===== config.mk =====
export PLATFORM = sky130hd
export DESIGN_NAME = mo_scan_flat
export DESIGN_NICKNAME = d
export VERILOG_FILES = /design/src/rtl/mo_pkg.sv /design/src/rtl/mo_scan_if.sv /design/src/rtl/mo_row_calc.sv /design/src/rtl/mo_scan.sv /design/src/flat_wrapper.sv
export SDC_FILE = /design/constraint.sdc
export NUM_CORES = 1
export LEC_CHECK = 0
export BUFFER_PORTS_ARGS = -buffer_cell sky130_fd_sc_hd__buf_4
export CAP_MARGIN = 40
export CORE_ASPECT_RATIO = 1.5
export CORE_UTILIZATION = 55
export DETAILED_ROUTE_END_ITERATION = 16
export PLACE_DENSITY = 0.79
export SLEW_MARGIN = 30
export SYNTH_ARGS = -nofsm -noshare
export SYNTH_HDL_FRONTEND = slang
export SYNTH_SLANG_ARGS = --single-unit

===== constraint.sdc =====
create_clock -name clk -period 4.1 [get_ports clk]
set_input_delay 0.82 -clock clk [delete_from_list [all_inputs] [get_ports clk]]
set_output_delay 0.82 -clock clk [all_outputs]
set_load 0.02 [all_outputs]

===== src/rtl/mo_pkg.sv =====
// mo_pkg -- shared definitions for the motion-object line scanner:
// FSM state encoding, MO RAM word-layout field offsets and object height.
package mo_pkg;

  // Object height in lines (power of two).
  localparam int unsigned OBJ_H = 16;

  // Word 2i   = {pic, attr}
  // Word 2i+1 = {ypos, xpos}
  localparam int unsigned PIC_LSB        = 8;
  localparam int unsigned ATTR_LSB       = 0;
  localparam int unsigned YPOS_LSB       = 8;
  localparam int unsigned XPOS_LSB       = 0;
  localparam int unsigned ATTR_VFLIP_BIT = 7;

  typedef enum logic [2:0] {
    IDLE,
    RD_POS,
    CHK_POS,
    RD_ATTR,
    CAP_ATTR,
    EMIT,
    FIN
  } mo_state_t;

endpackage


===== src/rtl/mo_scan_if.sv =====
// mo_scan_if -- MO RAM video read port plus emitted-object handshake.
// master: the scanner; slave: RAM + renderer side.
interface mo_scan_if;
  logic [7:0]  ram_a;
  logic        ram_r;
  logic [15:0] ram_do;
  logic        obj_valid;
  logic        obj_ready;
  logic [27:0] obj_data;

  modport master (output ram_a, ram_r, obj_valid, obj_data,
                  input  ram_do, obj_ready);
  modport slave  (input  ram_a, ram_r, obj_valid, obj_data,
                  output ram_do, obj_ready);
endinterface


===== src/rtl/mo_row_calc.sv =====
// mo_row_calc -- combinational hit test: row = (vline - ypos) mod 256,
// hit when row < HEIGHT. Optional vertical flip under MO_SCAN_VFLIP_EN.
module mo_row_calc
  import mo_pkg::*;
#(
  parameter int unsigned HEIGHT = OBJ_H
) (
  input  logic [7:0] vline,
  input  logic [7:0] ypos,
  input  logic       vflip,
  output logic       hit,
  output logic [3:0] row
);

  localparam logic [7:0] H8   = 8'(HEIGHT);
  localparam logic [3:0] RMAX = 4'(HEIGHT - 1);

  logic [7:0] diff;

  // Wrapping subtract, range compare and optional flip of the row index.
  always_comb begin
    diff = vline - ypos;
    hit  = diff < H8;
`ifdef MO_SCAN_VFLIP_EN
    row  = vflip ? (RMAX - diff[3:0]) : diff[3:0];
`else
    row  = diff[3:0];
`endif
  end

`ifndef MO_SCAN_VFLIP_EN
  logic unused_vflip;
  assign unused_vflip = vflip;
`endif

endmodule


===== src/rtl/mo_scan.sv =====
// mo_scan -- per-line motion-object scanner. Walks NUM_OBJ objects in MO RAM,
// emits up to MAX_PER_LINE visible objects per line over a valid/ready link.
// Optional feature macro: MO_SCAN_VFLIP_EN (attr[7] flips the emitted row).
module mo_scan #(
  parameter int unsigned NUM_OBJ      = 64,
  parameter int unsigned MAX_PER_LINE = 8,
  parameter int unsigned OBJ_H        = mo_pkg::OBJ_H
) (
  input  logic        clk,
  input  logic        reset_n,
  input  logic        line_start,
  input  logic [7:0]  vline,
  mo_scan_if.master   bus,
  output logic        scan_done,
  output logic        overrun
);

  import mo_pkg::*;

  localparam logic [7:0] LAST = 8'(NUM_OBJ);
  localparam logic [4:0] MAXL = 5'(MAX_PER_LINE);

  mo_state_t   state_q, state_d;
  logic [6:0]  idx_q, idx_d;
  logic [4:0]  hits_q, hits_d;
  logic [7:0]  vline_q, vline_d;
  logic [7:0]  ram_a_q;
  logic [7:0]  xpos_q, ypos_q;
  logic [27:0] obj_data_q;
  logic [7:0]  idx_p1;
  logic [7:0]  rd_addr;
  logic [7:0]  calc_ypos;
  logic        calc_hit;
  logic [3:0]  calc_row;
  logic        advance;
  logic        restart;

  // One row calculator serves both the hit test (CHK_POS, fresh ypos from
  // RAM) and the final row with flip (CAP_ATTR, stored ypos + fresh attr).
  assign calc_ypos = (state_q == CHK_POS) ? bus.ram_do[YPOS_LSB +: 8] : ypos_q;

  mo_row_calc #(.HEIGHT(OBJ_H)) u_row_calc (
    .vline (vline_q),
    .ypos  (calc_ypos),
    .vflip (bus.ram_do[ATTR_LSB + ATTR_VFLIP_BIT]),
    .hit   (calc_hit),
    .row   (calc_row)
  );

  assign idx_p1  = {1'b0, idx_q} + 8'd1;
  assign restart = line_start && (state_q != IDLE);

  // Next-state, index/hit-count update and restart on a mid-scan line_start.
  always_comb begin
    state_d = state_q;
    idx_d   = idx_q;
    hits_d  = hits_q;
    vline_d = vline_q;
    advance = 1'b0;
    case (state_q)
      IDLE: begin
        if (line_start) begin
          vline_d = vline;
          idx_d   = '0;
          hits_d  = '0;
          state_d = RD_POS;
        end
      end
      RD_POS:   state_d = CHK_POS;
      CHK_POS: begin
        if (calc_hit) state_d = RD_ATTR;
        else          advance = 1'b1;
      end
      RD_ATTR:  state_d = CAP_ATTR;
      CAP_ATTR: state_d = EMIT;
      EMIT: begin
        if (bus.obj_ready) begin
          hits_d  = hits_q + 5'd1;
          advance = 1'b1;
        end
      end
      FIN:      state_d = IDLE;
      default:  state_d = IDLE;
    endcase

    if (advance) begin
      if (idx_p1 == LAST || hits_d == MAXL) begin
        state_d = FIN;
      end else begin
        idx_d   = idx_q + 7'd1;
        state_d = RD_POS;
      end
    end

    // The EMIT transfer (if any) has already been taken above; the restart
    // then overrides whatever the scan would have done next.
    if (restart) begin
      vline_d = vline;
      idx_d   = '0;
      hits_d  = '0;
      state_d = RD_POS;
    end
  end

  // Output decode: RAM strobe only in the read states, address otherwise held.
  always_comb begin
    rd_addr       = (state_q == RD_ATTR) ? {idx_q, 1'b0} : {idx_q, 1'b1};
    bus.ram_r     = (state_q == RD_POS) || (state_q == RD_ATTR);
    bus.ram_a     = bus.ram_r ? rd_addr : ram_a_q;
    bus.obj_valid = (state_q == EMIT);
    bus.obj_data  = obj_data_q;
    scan_done     = (state_q == FIN);
  end

  // State, counters, captured object fields and sticky overrun flag.
  always_ff @(posedge clk or negedge reset_n) begin
    if (!reset_n) begin
      state_q    <= IDLE;
      idx_q      <= '0;
      hits_q     <= '0;
      vline_q    <= '0;
      ram_a_q    <= '0;
      xpos_q     <= '0;
      ypos_q     <= '0;
      obj_data_q <= '0;
      overrun    <= 1'b0;
    end else begin
      state_q <= state_d;
      idx_q   <= idx_d;
      hits_q  <= hits_d;
      vline_q <= vline_d;
      if (bus.ram_r) ram_a_q <= rd_addr;
      if (state_q == CHK_POS) begin
        xpos_q <= bus.ram_do[XPOS_LSB +: 8];
        ypos_q <= bus.ram_do[YPOS_LSB +: 8];
      end
      if (state_q == CAP_ATTR) begin
        obj_data_q <= {bus.ram_do[PIC_LSB +: 8], bus.ram_do[ATTR_LSB +: 8],
                       xpos_q, calc_row};
      end
      if (restart) overrun <= 1'b1;
    end
  end

endmodule


===== src/flat_wrapper.sv =====
// flat-port wrapper written by rule: the top's interface ports become plain ports
module mo_scan_flat import mo_pkg::*;
#(
  parameter int unsigned NUM_OBJ      = 64,
  parameter int unsigned MAX_PER_LINE = 8,
  parameter int unsigned OBJ_H        = mo_pkg::OBJ_H
)
  (clk, reset_n, line_start, vline, scan_done, overrun, bus_ram_a, bus_ram_r, bus_obj_valid, bus_obj_data, bus_ram_do, bus_obj_ready);
  mo_scan_if bus_i ();
  input  logic clk;
  input  logic reset_n;
  input  logic line_start;
  input  logic [7:0] vline;
  output logic scan_done;
  output logic overrun;
  output wire logic [$bits(bus_i.ram_a)-1:0] bus_ram_a;
  output wire logic [$bits(bus_i.ram_r)-1:0] bus_ram_r;
  output wire logic [$bits(bus_i.obj_valid)-1:0] bus_obj_valid;
  output wire logic [$bits(bus_i.obj_data)-1:0] bus_obj_data;
  input wire logic [$bits(bus_i.ram_do)-1:0] bus_ram_do;
  input wire logic [$bits(bus_i.obj_ready)-1:0] bus_obj_ready;
  assign bus_ram_a = bus_i.ram_a;
  assign bus_ram_r = bus_i.ram_r;
  assign bus_obj_valid = bus_i.obj_valid;
  assign bus_obj_data = bus_i.obj_data;
  assign bus_i.ram_do = bus_ram_do;
  assign bus_i.obj_ready = bus_obj_ready;
  mo_scan #(.NUM_OBJ(NUM_OBJ), .MAX_PER_LINE(MAX_PER_LINE), .OBJ_H(OBJ_H)) u_core (.clk(clk), .reset_n(reset_n), .line_start(line_start), .vline(vline), .bus(bus_i), .scan_done(scan_done), .overrun(overrun));
endmodule

==> metrics <==
RSZ-0062 raised after global routing=no; Final Max Slew Viols=0; vias per inst=5.63; Layout Skew=0.00830 ns; starting density of the core=0.566; setup bufs post-CTS=0; Post-Syn Instances=318; CP Data Arrival Time=3.69 ns; Max-cap violations=0; fin crit share=0.841; CTS Root Cell=clkbuf_8; Peak VDD IR=0.400 mV; Synth cell types=54; max layer used=met4; WL met3=313 um; leakage power=2.12 nW; syn_area_per_cell=11.6 sq um; Post-Layout Cell Count=470; Buffers on Ports=67; initial antenna violation count=0; Top delay family on crit path=adder cells; Worst path slowest cell=dfrtp_1; met2 wire len=3740 um; row cnt=36; Worst Path Buf+Inv=1; Slew headroom=0.657; layout cells sized above 1=0.365; most common cell after layout, fill and taps aside=dfrtp_1; cell accounting for the most synthesized area=dfrtp_1; synthesized flop and latch total=76; Yosys warning count=0; max frequency=290 MHz; Fin. Hold Viols=0; crit path kind=reg -> reg; GRT Resource Usage Total=0.233; worst hold slack=0.373 ns; top_reg_cell synth=dfrtp_1; Cells after DPL=454; pwr/cell area=723 nW/um^2; Tmin final=3.45 ns; post-route ant nets=0; crit path cell chain=nor3b_4 -> buf_4 -> mux2i_1 -> fa_1 -> maj3_2 -> o211ai_1 -> mux2i_1 -> nor4_4 -> a21oi_2 -> mux2_1; HP Class=in -> async; asr flop ratio synth=1.00; Remaining DRCs=0; largest cells by area after synthesis=dfrtp_1, mux2_2, nand2_1; core area=6490 sq um; Seq/Total Area, Yosys=0.518; Post-synth EDFFs=0; CTS Buffer Depth=2; CTS tree=yes; commonest non-fill, non-tap cells in the layout=dfrtp_1, buf_4, mux2_2; GPL Wtd Cong=0.922; die width=68.7 um; outcome=finished, final reports clean; Synth-to-Final Area Change=22.2%; grt ovf=0; critical path required time=4.34 ns; Worst path max stage delay=0.50 ns; critical path launch point type=register; Worst path most repeated cell=mux2i_1; Post-Route Setup TNS=0 ns; area fraction of the dominant cell type after synthesis=0.518; Design Power=3.25 mW; DRT met1 WL=3030 um; die area=7020 sq um; largest net degree at the start of global routing=51; DR WL/cell=15.5 um; endpoint type of the worst setup path=register; final WL=7270 um; clock transition at the registers of the reported paths=0.08 ns; cell area after synthesis=3670 sq um; crit path max fanout=10; Worst Tran Pin Value=0.510 ns; hold buffers post-CTS=0; Clock Sinks=76; n_diodes=0; Die H=102 um; post-synthesis net count=354; first-pass GRT wire length=11,900 um; nets=425; Final Setup Violations=0; initial drt markers=184; drt first pass iters=4; post-CTS resize count=0; IO Count=68; total CTS buffers=9; worst-skew pair later-pin latency=0.36 ns; H-Tree Depth=3; vias=2,644; vias in the first global route=2,665; fin area=4490 sq um; Placed Area=4270 sq um; hpwl dp=5090 um
[power breakdown]
group	switching, mW	internal [mW]
clock network	0.274	0.356
registers	0.153	1.00
logic	0.781	0.676
[registers in the layout (all words and copies together), names as in the netlist, named ones only]
| signal | cells |
|---|---|
| u_core.state_q | 3 |
| u_core.ram_a_q | 8 |
| u_core.ypos_q | 7 |
| u_core.vline_q | 8 |
| u_core.bus.obj_data | 28 |
| u_core.hits_q | 5 |
| u_core.xpos_q | 8 |
| u_core.overrun | 1 |
| u_core.idx_q | 7 |
[per-stage QoR]
step	utilization	setup slack [ns]
4_1_cts	0.692	0.640
6_report	0.692	0.652
5_1_grt	0.692	0.388
2_1_floorplan	-	0.552
3_5_place_dp	0.659	0.621
3_3_place_gp	0.654	0.728
[layout make-up]
cell class | count | area (sq um)
repair buffers | 71 | 553
flip-flops and latches | 76 | 1900
multi-input cells | 215 | 1660
clock buffers | 11 | 141
well taps | 76 | 95.1
fillers | 494 | 2000
inverters | 16 | 60.1
clock inverters | 5 | 75.1
[metal layers]
layer,track usage,up-vias
met3,0.0346,14
met4,0.135,0
met5,0,-
met1,0.281,1304
met2,0.386,67
li1,-,1259
[path summary, 6_finish.rpt]
kind,start,end,slack (ns),depth (start not counted)
max,u_core.state_q[1]$_DFFE_PN0P_,u_core.idx_q[0]$_DFF_PN0_,0.65,10
min,reset_n,u_core.bus.obj_data[15]$_DFFE_PN0P_,0.37,1
max reg2reg,u_core.state_q[1]$_DFFE_PN0P_,u_core.idx_q[0]$_DFF_PN0_,0.65,10
min reg2reg,u_core.ram_a_q[3]$_DFF_PN0_,u_core.ram_a_q[3]$_DFF_PN0_,0.48,2
max in group asynchronous,reset_n,u_core.idx_q[1]$_DFF_PN0_,3.17,2
min in group clk,u_core.ram_a_q[3]$_DFF_PN0_,u_core.ram_a_q[3]$_DFF_PN0_,0.48,2
[cells in the mapped netlist, drive strengths merged (2+ instances only)]
| master | number |
|---|---|
| dfrtp | 76 |
| mux2 | 47 |
| nand2 | 38 |
| nor2 | 16 |
| inv | 15 |
| a21oi | 11 |
| o21ai | 10 |
| nor2b | 8 |
| xnor2 | 8 |
| clkbuf | 7 |
| ha | 7 |
| mux2i | 7 |
| nand2b | 7 |
| nand3 | 5 |
| buf | 4 |
| a211oi | 3 |
| a21o | 3 |
| a221o | 3 |
| and2 | 3 |
| and3 | 3 |
| nand4 | 3 |
| nor3 | 3 |
| xor2 | 3 |
| a31oi | 2 |
| maj3 | 2 |
| nand4b | 2 |
| nor3b | 2 |
| o211ai | 2 |
| o21a | 2 |
[cell families after synthesis]
family	synth area share
fa+ha+maj	0.0354
compound gates	0.0943
simple gates	0.127
buf+inv	0.0317
xor+xnor	0.0283
mux	0.165
flops	0.518
Power figures use the tool's default switching activity.
